`src/rtl/cpu_pkg.sv`:
```
// Shared encodings for the fetch stage: jump-select codes, opcodes and fetch FSM states.
package cpu_pkg;

    localparam logic [1:0] JUMP_TARGET = 2'b00;
    localparam logic [1:0] JUMP_SEQ    = 2'b01;
    localparam logic [1:0] JUMP_REG    = 2'b10;

    localparam logic [5:0] OP_RTYPE = 6'h00;
    localparam logic [5:0] OP_J     = 6'h02;
    localparam logic [5:0] OP_JAL   = 6'h03;
    localparam logic [5:0] OP_BEQ   = 6'h04;
    localparam logic [5:0] OP_ADDI  = 6'h08;
    localparam logic [5:0] FUNCT_JR = 6'h08;

    typedef enum logic [1:0] {
        S_IDLE  = 2'b00,
        S_REQ   = 2'b01,
        S_VALID = 2'b10,
        S_FAULT = 2'b11
    } fetch_state_t;

endpackage

```
`src/rtl/next_pc_calc.sv`:
```
// Combinational next-PC selection from the decoder's jump/branch controls.
module next_pc_calc
    import cpu_pkg::*;
(
    input  logic [31:0] pc_plus4,
    input  logic [25:0] instr_index,
    input  logic [1:0]  jump_sel,
    input  logic        branch,
    input  logic        zero,
    input  logic [31:0] jr_target,
    output logic [31:0] next_pc,
    output logic        misaligned
);

    logic [31:0] branch_offset;

    // 16-bit word offset lives in the low half of the j-index field
    assign branch_offset = {{14{instr_index[15]}}, instr_index[15:0], 2'b00};

    always_comb begin
        next_pc = pc_plus4;
        case (jump_sel)
            JUMP_TARGET: next_pc = {pc_plus4[31:28], instr_index, 2'b00};
            JUMP_REG:    next_pc = jr_target;
            default:     next_pc = (branch && zero) ? (pc_plus4 + branch_offset) : pc_plus4;
        endcase
    end

    assign misaligned = |next_pc[1:0];

endmodule

```
`src/rtl/instr_fetch_unit.sv`:
```
// Fetch stage: owns the PC, fetches over an imem req/ack handshake and holds the
// instruction for the decoder until the core retires it.
//
//  state   | meaning
//  S_IDLE  | just out of reset, start fetching next edge
//  S_REQ   | imem_req_o high at pc, waiting for ack (bounded by TIMEOUT)
//  S_VALID | instr_o valid, waiting for retire_i
//  S_FAULT | misaligned target or fetch timeout; left only by reset
module instr_fetch_unit
    import cpu_pkg::*;
#(
    parameter logic [31:0] RESET_PC = 32'h0000_0000,
    parameter int          TIMEOUT  = 16
) (
    input  logic        clk_i,
    input  logic        rst_i,
    output logic        imem_req_o,
    output logic [31:0] imem_addr_o,
    input  logic        imem_ack_i,
    input  logic [31:0] imem_data_i,
    output logic [31:0] instr_o,
    output logic        instr_valid_o,
    output logic [31:0] pc_o,
    output logic [31:0] pc_plus4_o,
    input  logic        retire_i,
    input  logic [1:0]  jump_sel_i,
    input  logic        branch_i,
    input  logic        zero_i,
    input  logic [31:0] jr_target_i,
    output logic        fault_o
);

    localparam int CW = $clog2(TIMEOUT + 1);

    fetch_state_t  state;
    logic [31:0]   pc;
    logic [31:0]   instr;
    logic          req;
    logic          valid;
    logic          fault;
    logic [CW-1:0] wait_cnt;
    logic [31:0]   pc_plus4;
    logic [31:0]   next_pc;
    logic          misaligned;

    assign pc_plus4 = pc + 32'd4;

    next_pc_calc u_next_pc (
        .pc_plus4    (pc_plus4),
        .instr_index (instr[25:0]),
        .jump_sel    (jump_sel_i),
        .branch      (branch_i),
        .zero        (zero_i),
        .jr_target   (jr_target_i),
        .next_pc     (next_pc),
        .misaligned  (misaligned)
    );

    always_ff @(posedge clk_i or negedge rst_i) begin
        if (!rst_i) begin
            state    <= S_IDLE;
            pc       <= RESET_PC;
            instr    <= 32'd0;
            req      <= 1'b0;
            valid    <= 1'b0;
            fault    <= 1'b0;
            wait_cnt <= '0;
        end else begin
            case (state)
                S_IDLE: begin
                    state    <= S_REQ;
                    req      <= 1'b1;
                    wait_cnt <= '0;
                end
                S_REQ: begin
                    // ack takes priority over the timeout on the same edge
                    if (imem_ack_i) begin
                        instr <= imem_data_i;
                        state <= S_VALID;
                        req   <= 1'b0;
                        valid <= 1'b1;
                    end else if (wait_cnt == CW'(TIMEOUT - 1)) begin
                        state <= S_FAULT;
                        req   <= 1'b0;
                        fault <= 1'b1;
                    end else begin
                        wait_cnt <= wait_cnt + CW'(1);
                    end
                end
                S_VALID: begin
                    if (retire_i) begin
                        pc    <= next_pc;
                        valid <= 1'b0;
                        if (misaligned) begin
                            state <= S_FAULT;
                            fault <= 1'b1;
                        end else begin
                            state    <= S_REQ;
                            req      <= 1'b1;
                            wait_cnt <= '0;
                        end
                    end
                end
                S_FAULT: begin
                    req   <= 1'b0;
                    valid <= 1'b0;
                    fault <= 1'b1;
                end
                default: begin
                    state <= S_IDLE;
                    req   <= 1'b0;
                    valid <= 1'b0;
                end
            endcase
        end
    end

    assign imem_req_o    = req;
    assign imem_addr_o   = pc;
    assign instr_o       = instr;
    assign instr_valid_o = valid;
    assign pc_o          = pc;
    assign pc_plus4_o    = pc_plus4;
    assign fault_o       = fault;

endmodule
```
`config.mk`:
```
export PLATFORM = sky130hd
export DESIGN_NAME = instr_fetch_unit
export DESIGN_NICKNAME = d
export VERILOG_FILES = /design/src/rtl/cpu_pkg.sv /design/src/rtl/next_pc_calc.sv /design/src/rtl/instr_fetch_unit.sv
export SDC_FILE = /design/constraint.sdc
export NUM_CORES = 1
export LEC_CHECK = 0
export ABC_CLOCK_PERIOD_IN_PS = 3800
export CORE_ASPECT_RATIO = 0.75
export CORE_UTILIZATION = 43
export DETAILED_ROUTE_END_ITERATION = 10
export PLACE_DENSITY = 0.78
export SETUP_SLACK_MARGIN = 0.3
export SLEW_MARGIN = 10
export SYNTH_ARGS = -nofsm -noshare
export SYNTH_HDL_FRONTEND = slang
export SYNTH_HIERARCHICAL = 1
export SYNTH_SLANG_ARGS = --single-unit
```
`constraint.sdc`:
```
create_clock -name clk_i -period 3.8 [get_ports clk_i]
set_input_delay 0.57 -clock clk_i [delete_from_list [all_inputs] [get_ports clk_i]]
set_output_delay 0.57 -clock clk_i [all_outputs]
set_load 0.01 [all_outputs]
```
### After elaboration in Yosys (flattened, before gate mapping)

Index checks and enable logic that the tools add are counted.
W data, S select, Z words.

| operators by class | value |
|---|---|
| bitwise logic cells | 0 |
| shift-type cells | 0 |
| multiply operators | 0 |
| divide/modulo/power cells | 0 |
| reductions and logical operators | 13 |
| muxes and demuxes | 25 |
| equal/unequal tests | 13 |
| $lt $le $gt $ge | 0 |
| $add $sub $neg | 3 |

Operators with widths:

| cell | number |
|---|---|
| $pmux W32 S2 | 1 |
| $add A32 B3 Y32 const B | 1 |
| $add A32 B32 Y32 | 1 |
| $mux W32 | 1 |
| $mux W5 | 4 |
| $pmux W5 S3 | 1 |
| $ne A2 B2 Y1 const B | 7 |
| $mux W1 | 10 |
| $reduce_and A5 Y1 | 2 |
| $reduce_and A3 Y1 | 3 |
| $mux W2 | 4 |
| $eq A2 B2 Y1 const B | 3 |
| $pmux W1 S3 | 2 |
| $pmux W2 S3 | 1 |
| $reduce_bool A3 Y1 | 2 |
| $add A5 B1 Y5 const B | 1 |
| $eq A5 B4 Y1 const B | 1 |
| $logic_not A2 Y1 | 2 |
| $pmux W1 S4 | 1 |
| $reduce_and A2 Y1 | 2 |
| $ne A3 B3 Y1 const B | 1 |
| $eq A2 B1 Y1 const B | 1 |
| $reduce_or A2 Y1 | 1 |
| $logic_and A1 B1 Y1 | 1 |

| storage, ports and cells | value |
|---|---|
| bits in latches | 0 |
| memory bits (writable) | 0 |
| register bits after elaboration | 74 |
| memories | 0 |
| output and inout bits | 131 |
| bits in read-only memories | 0 |

### Longest topological paths before layout

Gate-level depths: netlist of the first run.

| logic depth | value |
|---|---|
| word-level depth | 8 |
| gate-level depth with buffers | 16 |
| mapped depth without buffers | 15 |

### Hierarchy

The synthesis of the first run kept the hierarchy.

Modules (own cells, without submodules):

| module | instances | cells an instance | area each (µm²) |
|---|---|---|---|
| instr_fetch_unit | 1 | 313 | 3788.6 |
| next_pc_calc | 1 | 382 | 2575.0 |

### Least setup slack after synthesis of the first run

OpenSTA, ideal clock, no wires.

| path | value |
|---|---|
| path type | flip-flop to flip-flop |
| start point | reg pc[5] (netlist: imem_addr_o[5]) |
| end point | reg pc[28] (netlist: imem_addr_o[28]) |
| library setup time | 0.125 ns |
| clock period less this slack | 3.789 ns |
| required time | 3.675 ns |
| buffers on the path | 0 |
| data arrival time | 3.665 ns |
| slack | 0.011 ns |
| stages on the path, launching flop included | 15 |
| cell sequence | dfrtp_1 > nand4_4 > nor4_4 > nand3_1 > xnor2_1 > ha_1 > a21o_1 > a2111oi_0 > o211ai_1 > nand2_1 > o41ai_2 > a221oi_1 > xor2_1 > a221oi_2 > mux2_2 |

| on the way | value |
|---|---|
| word-level cells in the longest chain between the ends | 4 |

Ends and longest elaborated chain:

| what | line | RTL |
|---|---|---|
| from (decl) | instr_fetch_unit.sv:36 | `logic [31:0] pc;` |
| from (signal assigned) | instr_fetch_unit.sv:92 | `pc <= next_pc;` |
| $add A32 B3 Y32 | instr_fetch_unit.sv:46 | `assign pc_plus4 = pc + 32'd4;` |
| via pc_plus4_o[17] | instr_fetch_unit.sv:24 | `output logic [31:0] pc_plus4_o,` |
| $add A32 B32 Y32 | next_pc_calc.sv:25 | `default: next_pc = (branch && zero) ? (pc_plus4 + branch_offset) : pc_plus4;` |
| $mux W32 | next_pc_calc.sv:25 |  |
| $pmux W32 S2 | next_pc_calc.sv:22 | `case (jump_sel)` |
| via next_pc[28] | instr_fetch_unit.sv:43 | `logic [31:0] next_pc;` |

The timed path passes the listed nets, and every way through them passes these cells.
A chain may end at the register's enable or synchronous reset.

### Worst setup path in the final report of the first run

| path | value |
|---|---|
| start point | reg pc[2] (netlist: imem_addr_o[2]) |
| end point | reg pc[28] (netlist: imem_addr_o[28]) |

| on the way | value |
|---|---|
| word-level cells in the longest chain between the ends | 4 |

Ends and longest elaborated chain:

| what | line |
|---|---|
| $add A32 B3 Y32 * | instr_fetch_unit.sv:46 |
| $add A32 B32 Y32 | next_pc_calc.sv:25 |
| $mux W32 | next_pc_calc.sv:25 |
| $pmux W32 S2 * | next_pc_calc.sv:22 |
| via next_pc[28] | instr_fetch_unit.sv:43 |

The timed path passes the listed nets; every way through them passes the cells marked *.

==> impl_metrics.csv, run 1 <==
group,metric,value,unit
status,status,"finished with violations",
status,violations,"setup timing",
grt,overflow,0,
logic_synthesis,yosys.area.top_type,"dfrtp_1",
cts,clkSinkCount,74,
final_layout,nets,1031,
worst_setup_path,slowest_delay,0.45,ns
final_layout,fin_cells,1127,
floorplanning,ios,203,
logic_synthesis,yosys_warnings,6,
cts,cts_tree,"built",
grt,grt_usage,26.1,%
logic_synthesis,synth_ff_type,"dfrtp_1",
detailed_routing,wl_per_cell,19.0,um
detailed_routing,drt_first_pass_iters,5,
logic_synthesis,yosys-top-cells-count,"dfrtp_1 (74), nand2_1 (73), mux2_2 (64)",
floorplanning,die_area,15300,um2
placement,placed_area,8590,um2
final_layout,postLayoutCellArea,9790,um2
logic_synthesis,synth_edf_count,0,
timing,finalHoldViolations,0,
worst_setup_path,r2r_cells,14,
final_layout,area_growth,53.8,%
logic_synthesis,syn_nets,804,
timing,slew-limit-headroom,32.6,%
grt,grt_pass1_vias,5940,
final_layout,drive_gt1_share,29.6,%
timing,setup_viol,1,
floorplanning,rows,38,
detailed_routing,antenna_left,0,
timing,slew_viol_final,0,
pwr,powerDensity,1050,nW/um2
cts,ctsHoldBuffers,0,
detailed_routing,viasPerCell,5.66,
detailed_routing,finalWirelength,21400,um
logic_synthesis,syn_avg_cell_area,9.16,um2
cts,clk_pin_slew,0.07,ns
pwr,p_leak,4.13,nW
flow_run,maxCapViolCount,0,
detailed_routing,drcViolationCount,0,
timing,layout_min_cycle_time,3.84,ns
floorplanning,die_h,107,um
worst_setup_path,path_max_fanout,5,
placement,portBuffers,202,
cts,cts_buffers,9,
floorplanning,start_util,44.0,%
grt,grt_max_degree,75,
cts,root_buffer,"clkbuf_16",
logic_synthesis,synth_cells,695,
grt,antenna_found_initial,0,
worst_setup_path,critPathCaptureType,"flop",
worst_setup_path,path_depth,14,
cts,cts_max_level,3,
cts,worstSkewPairLatency,0.34,ns
placement,gp_congestion,0.944,
detailed_routing,drt_iter0_drc,585,
logic_synthesis,post-synth-top-count-cell,"dfrtp_1",
logic_synthesis,seq_area_frac_synth,29.1,%
logic_synthesis,ys_ff_latch,74,
logic_synthesis,mappedNetlistArea,6360,um2
timing,rsz0062_at_grt,"yes",
worst_setup_path,slowest_stage,"nor4_4",
logic_synthesis,netlist.area_leader.share,29.1,%
worst_setup_path,path_cells,"ha_4 -> nand2_8 -> nor4_4 -> nand4_1 -> xnor2_2 -> ha_4 -> a2111oi_4 -> o211ai_1 -> nand2_1 -> o41ai_4 -> a221oi_2 -> xor2_1 -> a221oi_2 -> mux2_4",
worst_setup_path,cp.required,4.03,ns
timing,timing.final.ws_setup,-0.0398,ns
timing,finalCritPeriodShare,101,%
worst_setup_path,worstPathBufferInverterCount,0,
placement,dp_hpwl,14200,um
floorplanning,die_w,142,um
timing,finalClockSkew,0.00923,ns
worst_setup_path,critical_path_arrival,4.07,ns
final_layout,num_antenna_cells,0,
placement,placedCellCount,1061,
worst_setup_path,worstSetupStartpointType,"flop",
logic_synthesis,synth.area.top_cells,"dfrtp_1 (29%), mux2_2 (11%), ha_1 (7.1%)",
worst_setup_path,path_class,"reg -> reg",
pwr,max-vdd-ir-drop,0.515,mV
cts,clockBufferDepth,2,
worst_setup_path,crit_family,"compound AO/OA/AOI/OAI gates",
detailed_routing,dr_total_vias,6380,
grt,grt_pass1_wl,31300,um
logic_synthesis,synth_cell_types,68,
timing,fmax,0.260,GHz
timing,worst-slew-pin-transition,1.01,ns
worst_hold_path,holdCritPathClass,"in -> async",
logic_synthesis,synthArstFlopShare,100,%
floorplanning,coreArea,14500,um2
## metal layers
metal | part of all wire [%] | vias up | wire (um) | global-route usage (%)
li1 | - | 2959 | - | -
met1 | 43 | 3083 | 9220 | 35.5
met2 | 47 | 301 | 10000 | 41.7
met3 | 8.3 | 37 | 1770 | 6.27
met4 | 2.0 | 0 | 425 | 5.84
met5 | 0 | - | 0 | 0
## final timing paths
check	endpoint	slack, ns	from
max in group asynchronous	imem_addr_o[13]$_DFFE_PN0P_	2.72	rst_i
min reg2reg	fault_o$_DFFE_PN0P_	0.47	fault_o$_DFFE_PN0P_
max reg2reg	imem_addr_o[28]$_DFFE_PN0P_	-0.04	imem_addr_o[2]$_DFFE_PN0P_
min	wait_cnt[3]$_DFFE_PN0P_	0.39	rst_i
max	imem_addr_o[28]$_DFFE_PN0P_	-0.04	imem_addr_o[2]$_DFFE_PN0P_
min in group clk_i	fault_o$_DFFE_PN0P_	0.47	fault_o$_DFFE_PN0P_
## per-stage QoR
step	hold WS [ns]	TNS, ns	setup slack [ns]	total power (W)	utilization (%)
2_1_floorplan	0.274	0	0.280	0.00572	-
3_3_place_gp	0.445	0	0.0380	0.00790	59.4
3_5_place_dp	0.450	0	0.0351	0.00795	59.4
4_1_cts	0.426	0	0.263	0.00929	63.7
5_1_grt	0.471	-0.210	-0.127	0.0109	67.7
6_report	0.386	-0.0398	-0.0398	0.0103	67.7
## flip-flops by register name, indices dropped and copies added, names as in the netlist
register,cells
imem_addr_o,32
instr_o,32
wait_cnt,5
state,2
fault_o,1
imem_req_o,1
instr_valid_o,1
## power breakdown
part | total [W] | switching [W] | internal (W)
logic | 0.00762 | 0.00367 | 0.00395
registers | 0.00175 | 0.000586 | 0.00117
clock network | 0.000912 | 0.000378 | 0.000534
## cells in the final DEF, fill, tap and decap left out, types with 6 or more instances in the layout
master,count
xnor2_2,9
nor2b_1,18
nand4_1,11
inv_1,14
dfrtp_1,62
xor2_1,18
nand2_1,71
xnor2_1,21
a21o_1,18
a21oi_2,14
nor2_1,23
a31oi_1,13
dfrtp_2,12
and3_1,7
nand3_1,23
o21ai_0,34
a21oi_1,21
ha_1,22
ha_2,6
buf_4,75
mux2i_1,16
clkbuf_16,9
ha_4,8
mux2_2,61
clkdlybuf4s50_1,199
a211oi_1,15
## final cells by class
class | instances | area, um2
Fill cell | 1089 | 4670
Clock buffer | 10 | 239
Tap cell | 200 | 250
Inverter | 14 | 52.6
Multi-Input combinational cell | 542 | 4670
Clock inverter | 6 | 72.6
Sequential cell | 74 | 1870
Timing Repair Buffer | 281 | 2640
## kinds of logic after synthesis
kind of cell | count (synthesis) | share of synthesized area, %
AND/OR/NAND/NOR | 191 | 15.4
XOR/XNOR | 56 | 7.71
AO/OA/AOI/OAI | 178 | 19.7
buffers and inverters | 79 | 6.82
adder cells (fa/ha/maj) | 37 | 7.39
multiplexers | 80 | 13.8
flip-flops | 74 | 29.1
## timing repair
| action | in CTS | in global routing |
|---|---|---|
| pin swaps | 26 | 35 |
| gates resized for setup | 27 | 64 |
| cloned | 0 | 0 |
| endpoints found under the hold margin | 0 | 0 |
| setup buffers | 19 | 31 |
| setup endpoints to repair | 13 | 13 |
Note: power is estimated with default switching activity, not from simulation.
==> run 2: changes to the inputs <==
Settings changed: GPL_TIMING_DRIVEN from default to 0, SKIP_LAST_GASP from default to 1.
==> run 2 against run 1 <==
The flow now finishes without violations. Critical path depth up 1. Clock power barely moved. Register-to-register slack better by 0.20 ns. Sequential share of layout area decreased by 0.13 points.
==> impl_metrics.csv, run 2 (same netlist as run 1, synthesis figures left out) <==
group,metric,value,unit
final_layout,drive_gt1_share,28.7,%
grt,antenna_found_initial,0,
detailed_routing,wl_per_cell,18.9,um
pwr,clockPowerShare,9.1,%
timing,finalClockSkew,0.0112,ns
detailed_routing,finalWirelength,22000,um
cts,worstSkewPairLatency,0.34,ns
worst_setup_path,critPathCaptureType,"flop",
worst_setup_path,critical_path_arrival,3.87,ns
pwr,finalPower,0.0100,W
status,status,"finished clean",
detailed_routing,antenna_left,0,
cts,clk_pin_slew,0.07,ns
final_layout,post-route-util,68.4,%
grt,grt_pass1_wl,33200,um
worst_setup_path,worst_r2r_endpoint,"imem_addr_o[28]$_DFFE_PN0P_",
worst_setup_path,r2r_slack,0.16,ns
final_layout,fill_cells,1136,
timing,fmax,0.275,GHz
final_layout,fin_cells,1164,
flow_run,maxCapViolCount,0,
cts,clkSinkCount,74,
cts,cts_max_level,3,
pwr,p_int,0.00558,W
worst_setup_path,crit_path_start,"imem_addr_o[3]$_DFFE_PN0P_",
worst_setup_path,slowest_delay,0.45,ns
cts,clockBufferDepth,2,
worst_setup_path,r2r_cells,15,
cts,ctsHoldBuffers,0,
detailed_routing,drt_iter0_drc,531,
timing,fin_setup_tns,0,ns
worst_setup_path,critPathCapture,"imem_addr_o[28]$_DFFE_PN0P_",
timing,layout_min_cycle_time,3.64,ns
grt,grt_pass1_vias,6206,
timing,setup_viol,0,
placement,portBuffers,200,
pwr,p_leak,4.21,nW
placement,placedCellCount,1096,
timing,finalHoldViolations,0,
final_layout,nets,1068,
timing,rsz0062_at_grt,"yes",
cts,cts_buffers,9,
pwr,powerDensity,1010,nW/um2
worst_setup_path,worstSetupStartpointType,"flop",
final_layout,num_antenna_cells,0,
floorplanning,start_util,44.0,%
floorplanning,ios,203,
pwr,pwr-share-comb,73.6,%
timing,finalCritPeriodShare,95.8,%
worst_setup_path,path_class,"reg -> reg",
grt,grt_max_degree,42,
final_layout,area_growth,55.3,%
floorplanning,die_area,15300,um2
detailed_routing,viasPerCell,5.60,
cts,root_buffer,"clkbuf_16",
floorplanning,die_h,107,um
final_layout,layout_commonest_cell,"clkdlybuf4s50_1",
pwr,max-vdd-ir-drop,0.702,mV
worst_setup_path,path_cells,"nand3_4 -> buf_4 -> nor2_4 -> and3_4 -> xor2_4 -> ha_4 -> and4_4 -> o211ai_1 -> o211ai_1 -> nand2_1 -> o41ai_4 -> a221oi_2 -> xor2_1 -> a221oi_2 -> mux2_2",
floorplanning,rows,38,
worst_hold_path,holdCritPathClass,"in -> async",
timing,worst-slew-pin-transition,1.09,ns
grt,grt_usage,28.4,%
timing,slew-limit-headroom,27.5,%
worst_setup_path,cp.required,4.03,ns
final_layout,final_cell_mix,"clkdlybuf4s50_1 (199), buf_4 (84), nand2_1 (71), mux2_2 (64), dfrtp_1 (58)",
placement,gp_congestion,0.921,
detailed_routing,drcViolationCount,0,
pwr,power_switching,0.00444,W
floorplanning,coreArea,14500,um2
cts,cts_tree,"built",
detailed_routing,drt_first_pass_iters,6,
placement,place_ws,-0.341,ns
grt,overflow,0,
worst_setup_path,reg2reg_from,"imem_addr_o[3]$_DFFE_PN0P_",
pwr,p_sw_share,44.3,%
floorplanning,die_w,142,um
timing,slew_viol_final,0,
detailed_routing,dr_total_vias,6515,
worst_setup_path,path_max_fanout,6,
pwr,seq_power_share,17.3,%
timing,timing.final.ws_setup,0.161,ns
placement,dp_hpwl,15700,um
worst_setup_path,slowest_stage,"o41ai_4",
-- run 2: cell count changes in the layout (fill, tap and decap cells not counted), sizes merged --
cell	delta
clkbuf	+19
buf	+17
clkinv	-2
inv	+2
clkinvlp	+1
-- run 2: area by class of cell --
cell class	instances	area [um2]	area share, %
buffer	65	390	3.95
clock inverter	7	82.6	0.836
clock buffer	9	225	2.28
sequential	74	1870	18.9
multi-input combinational	542	4590	46.4
tap	200	250	2.53
inverter	14	52.6	0.532
timing repair buffer	253	2420	24.5
-- run 2: routing by layer --
metal | GRT usage, % | part of all wire (%) | vias to the layer above
li1 | - | - | 3057
met1 | 39.3 | 44 | 3115
met2 | 44.0 | 45 | 306
met3 | 6.85 | 9.2 | 37
met4 | 7.53 | 2.0 | 0
met5 | 0 | 0 | -
-- run 2: worst max-delay path: cells and delay by family (launching register included) --
family	cells	cell delay (ns)
xor+xnor	2	0.27
buf+inv	1	0.18
compound gates	5	1.12
simple gates	5	0.92
fa+ha+maj	1	0.31
flops	1	0.44
mux	1	0.28
-- run 2: power by group through the flow --
stage | Combinational, W | Clock [W] | Sequential [W]
2_1_floorplan | 0.00394 | 0 | 0.00178
4_1_cts | 0.00678 | 0.000930 | 0.00172
6_report | 0.00738 | 0.000913 | 0.00173
3_3_place_gp | 0.00622 | 0 | 0.00175
3_5_place_dp | 0.00626 | 0 | 0.00176
5_1_grt | 0.00794 | 0.000959 | 0.00179
-- run 2: worst min path at each step --
stage                         endpoint  slack, ns
6_report       wait_cnt[3]$_DFFE_PN0P_       0.18
5_1_grt        wait_cnt[3]$_DFFE_PN0P_       0.20
4_1_cts        wait_cnt[3]$_DFFE_PN0P_       0.19
3_5_place_dp       fault_o$_DFFE_PN0P_       0.46
3_3_place_gp       fault_o$_DFFE_PN0P_       0.46
2_1_floorplan      fault_o$_DFFE_PN0P_       0.27
-- run 2: timing repair --
item | 4_1_cts | 5_1_grt
endpoints found under the setup margin | 19 | 18
resized for setup | 33 | 51
pin swaps | 13 | 35
buffers inserted | 27 | 25
-- run 2: stage by stage --
| stage | area [um2] | hold WS (ns) |
|---|---|---|
| global placement | 8730 | 0.461 |
| detailed placement | 8750 | 0.457 |
| global route | 9880 | 0.201 |
| floorplan | 6480 | 0.274 |
| CTS | 9460 | 0.187 |
| finish | 9880 | 0.177 |
==> run 3: changes to the inputs <==
Settings changed: CAP_MARGIN from default to 20, SETUP_SLACK_MARGIN 0.3 to default.
==> run 3 against run 2 <==
First-iteration DRC count down 2.3%. Register-to-register slack worse by 0.096 ns. Fmax shrank 2.6%.
==> impl_metrics.csv, run 3 (same netlist as run 1, synthesis figures left out) <==
group,metric,value,unit
final_layout,drive_gt1_share,24.9,%
worst_setup_path,critPathCaptureType,"output port",
placement,gp_congestion,0.954,
detailed_routing,routed.top_layer,"met4",
timing,finalCritPeriodShare,98.3,%
grt,overflow,0,
timing,setup_viol,0,
floorplanning,coreArea,14500,um2
cts,cts_max_level,3,
final_layout,nets,1042,
pwr,powerDensity,1000,nW/um2
worst_setup_path,path_class,"reg -> out",
timing,fmax,0.268,GHz
grt,antenna_found_initial,0,
final_layout,layout_commonest_cell,"clkdlybuf4s50_1",
timing,finalHoldViolations,0,
timing,finalClockSkew,0.00771,ns
placement,dp_hpwl,15700,um
grt,grt_pass1_wl,32200,um
detailed_routing,wl_met3,1660,um
timing,rsz0062_at_grt,"yes",
detailed_routing,wl_met2,9620,um
detailed_routing,dr_total_vias,6378,
timing,slew-limit-headroom,36.8,%
final_layout,area_growth,49.4,%
grt,grt_usage,27.2,%
cts,clk_pin_slew,0.07,ns
timing,worst-slew-pin-transition,0.948,ns
grt,grt_max_degree,43,
grt,grt_pass1_vias,6015,
floorplanning,die_w,142,um
worst_setup_path,cp.required,3.23,ns
cts,cts_tree,"built",
cts,clockBufferDepth,2,
worst_setup_path,path_max_fanout,9,
worst_setup_path,crit_family,"simple AND/OR/NAND/NOR gates",
worst_setup_path,slowest_delay,0.69,ns
worst_setup_path,slowest_stage,"nor4_2",
placement,place_ws,-0.531,ns
flow_run,maxCapViolCount,0,
detailed_routing,wl_met1,9620,um
detailed_routing,viasPerCell,5.60,
pwr,p_leak,4.05,nW
detailed_routing,antenna_left,0,
detailed_routing,drcViolationCount,0,
worst_setup_path,worstSetupStartpointType,"flop",
pwr,max-vdd-ir-drop,0.574,mV
cts,cts_buffers,9,
status,status,"finished clean",
worst_hold_path,holdCritPathClass,"in -> async",
final_layout,final_cell_mix,"clkdlybuf4s50_1 (199), nand2_1 (70), buf_4 (65), mux2_2 (64), dfrtp_1 (60)",
floorplanning,ios,203,
timing,layout_min_cycle_time,3.73,ns
cts,clkSinkCount,74,
final_layout,num_antenna_cells,0,
floorplanning,die_h,107,um
cts,root_buffer,"clkbuf_16",
detailed_routing,wl_per_cell,18.5,um
detailed_routing,drt_iter0_drc,519,
timing,timing.final.ws_setup,0.0652,ns
cts,ctsHoldBuffers,0,
detailed_routing,drt_first_pass_iters,5,
floorplanning,rows,38,
detailed_routing,finalWirelength,21100,um
floorplanning,die_area,15300,um2
timing,slew_viol_final,0,
floorplanning,start_util,44.0,%
cts,worstSkewPairLatency,0.34,ns
placement,portBuffers,200,
worst_setup_path,critical_path_arrival,3.16,ns
worst_setup_path,worstPathBufferInverterCount,1,
worst_setup_path,path_cells,"nand4_1 -> nor4_2 -> nand2_1 -> xnor2_1 -> clkdlybuf4s50_1",
pwr,finalPower,0.00951,W
## run 3: cell types whose count changed in the layout (fill, tap and decap cells not counted), sizes merged
cell | previous run | this run
clkinv | 0 | 1
clkinvlp | 2 | 1
buf | 99 | 77
clkbuf | 29 | 25
## run 3: area by class of cell
type / count / area (um2)
clock buffers: 9 / 225
flip-flops and latches: 74 / 1870
plain buffers: 60 / 363
well taps: 200 / 250
clock inverters: 7 / 83.8
multi-input cells: 542 / 4390
inverters: 14 / 52.6
repair buffers: 232 / 2270
fillers: 1196 / 4940
## run 3: final timing paths
check | start | endpoint | slack (ns) | cells after the start
max | imem_addr_o[15]$_DFFE_PN0P_ | pc_plus4_o[30] | 0.07 | 5
min | rst_i | wait_cnt[4]$_DFFE_PN0P_ | 0.19 | 1
max reg2reg | imem_addr_o[15]$_DFFE_PN0P_ | imem_addr_o[31]$_DFFE_PN0P_ | 0.07 | 12
min reg2reg | fault_o$_DFFE_PN0P_ | fault_o$_DFFE_PN0P_ | 0.47 | 1
max in group asynchronous | rst_i | imem_addr_o[13]$_DFFE_PN0P_ | 3.02 | 2
min in group clk_i | fault_o$_DFFE_PN0P_ | fault_o$_DFFE_PN0P_ | 0.47 | 1
## run 3: layer usage
layer / track usage, % / vias up
met2: 43.0 / 271
met1: 38.5 / 3112
met5: 0 / -
met3: 5.20 / 14
met4: 4.99 / 0
li1: - / 2981
## run 3: worst register-to-register path: stages (launching register included)
cell and delay, ns:
dfrtp_1 0.58, nand4_1 0.31, nor4_2 0.69, nand2_1 0.14, xnor2_1 0.47, ha_1 0.37
nand4_1 0.13, o221ai_1 0.12, a21oi_1 0.20, o211ai_2 0.10, xnor2_1 0.15, a21oi_1 0.08
mux2_2 0.29
## run 3: timing repair
item | CTS | global route
resized for setup | 24 | 48
pin swaps | 3 | 23
endpoints found under the setup margin | 15 | 16
buffers inserted | 5 | 26
## run 3: where the power goes
part           leakage (nW)  internal (W)  switching, W  total (W)
combinational          3.02       0.00360       0.00325    0.00685
clock                 0.149      0.000522      0.000382   0.000904
sequential            0.880       0.00117      0.000585    0.00175
## run 3: stage by stage
step | hold slack [ns] | std cells | util (%) | instance area [um2] | TNS [ns]
after floorplan | 0.274 | 695 | - | 6360 | 0
after global placement | 0.463 | 1095 | 59.6 | 8620 | -43.30
after detailed placement | 0.464 | 1096 | 59.8 | 8640 | -4.22
after CTS | 0.188 | 1115 | 62.9 | 9090 | -0.0634
after global routing | 0.205 | 1138 | 65.8 | 9510 | -0.308
final | 0.185 | 1138 | 65.8 | 9510 | 0
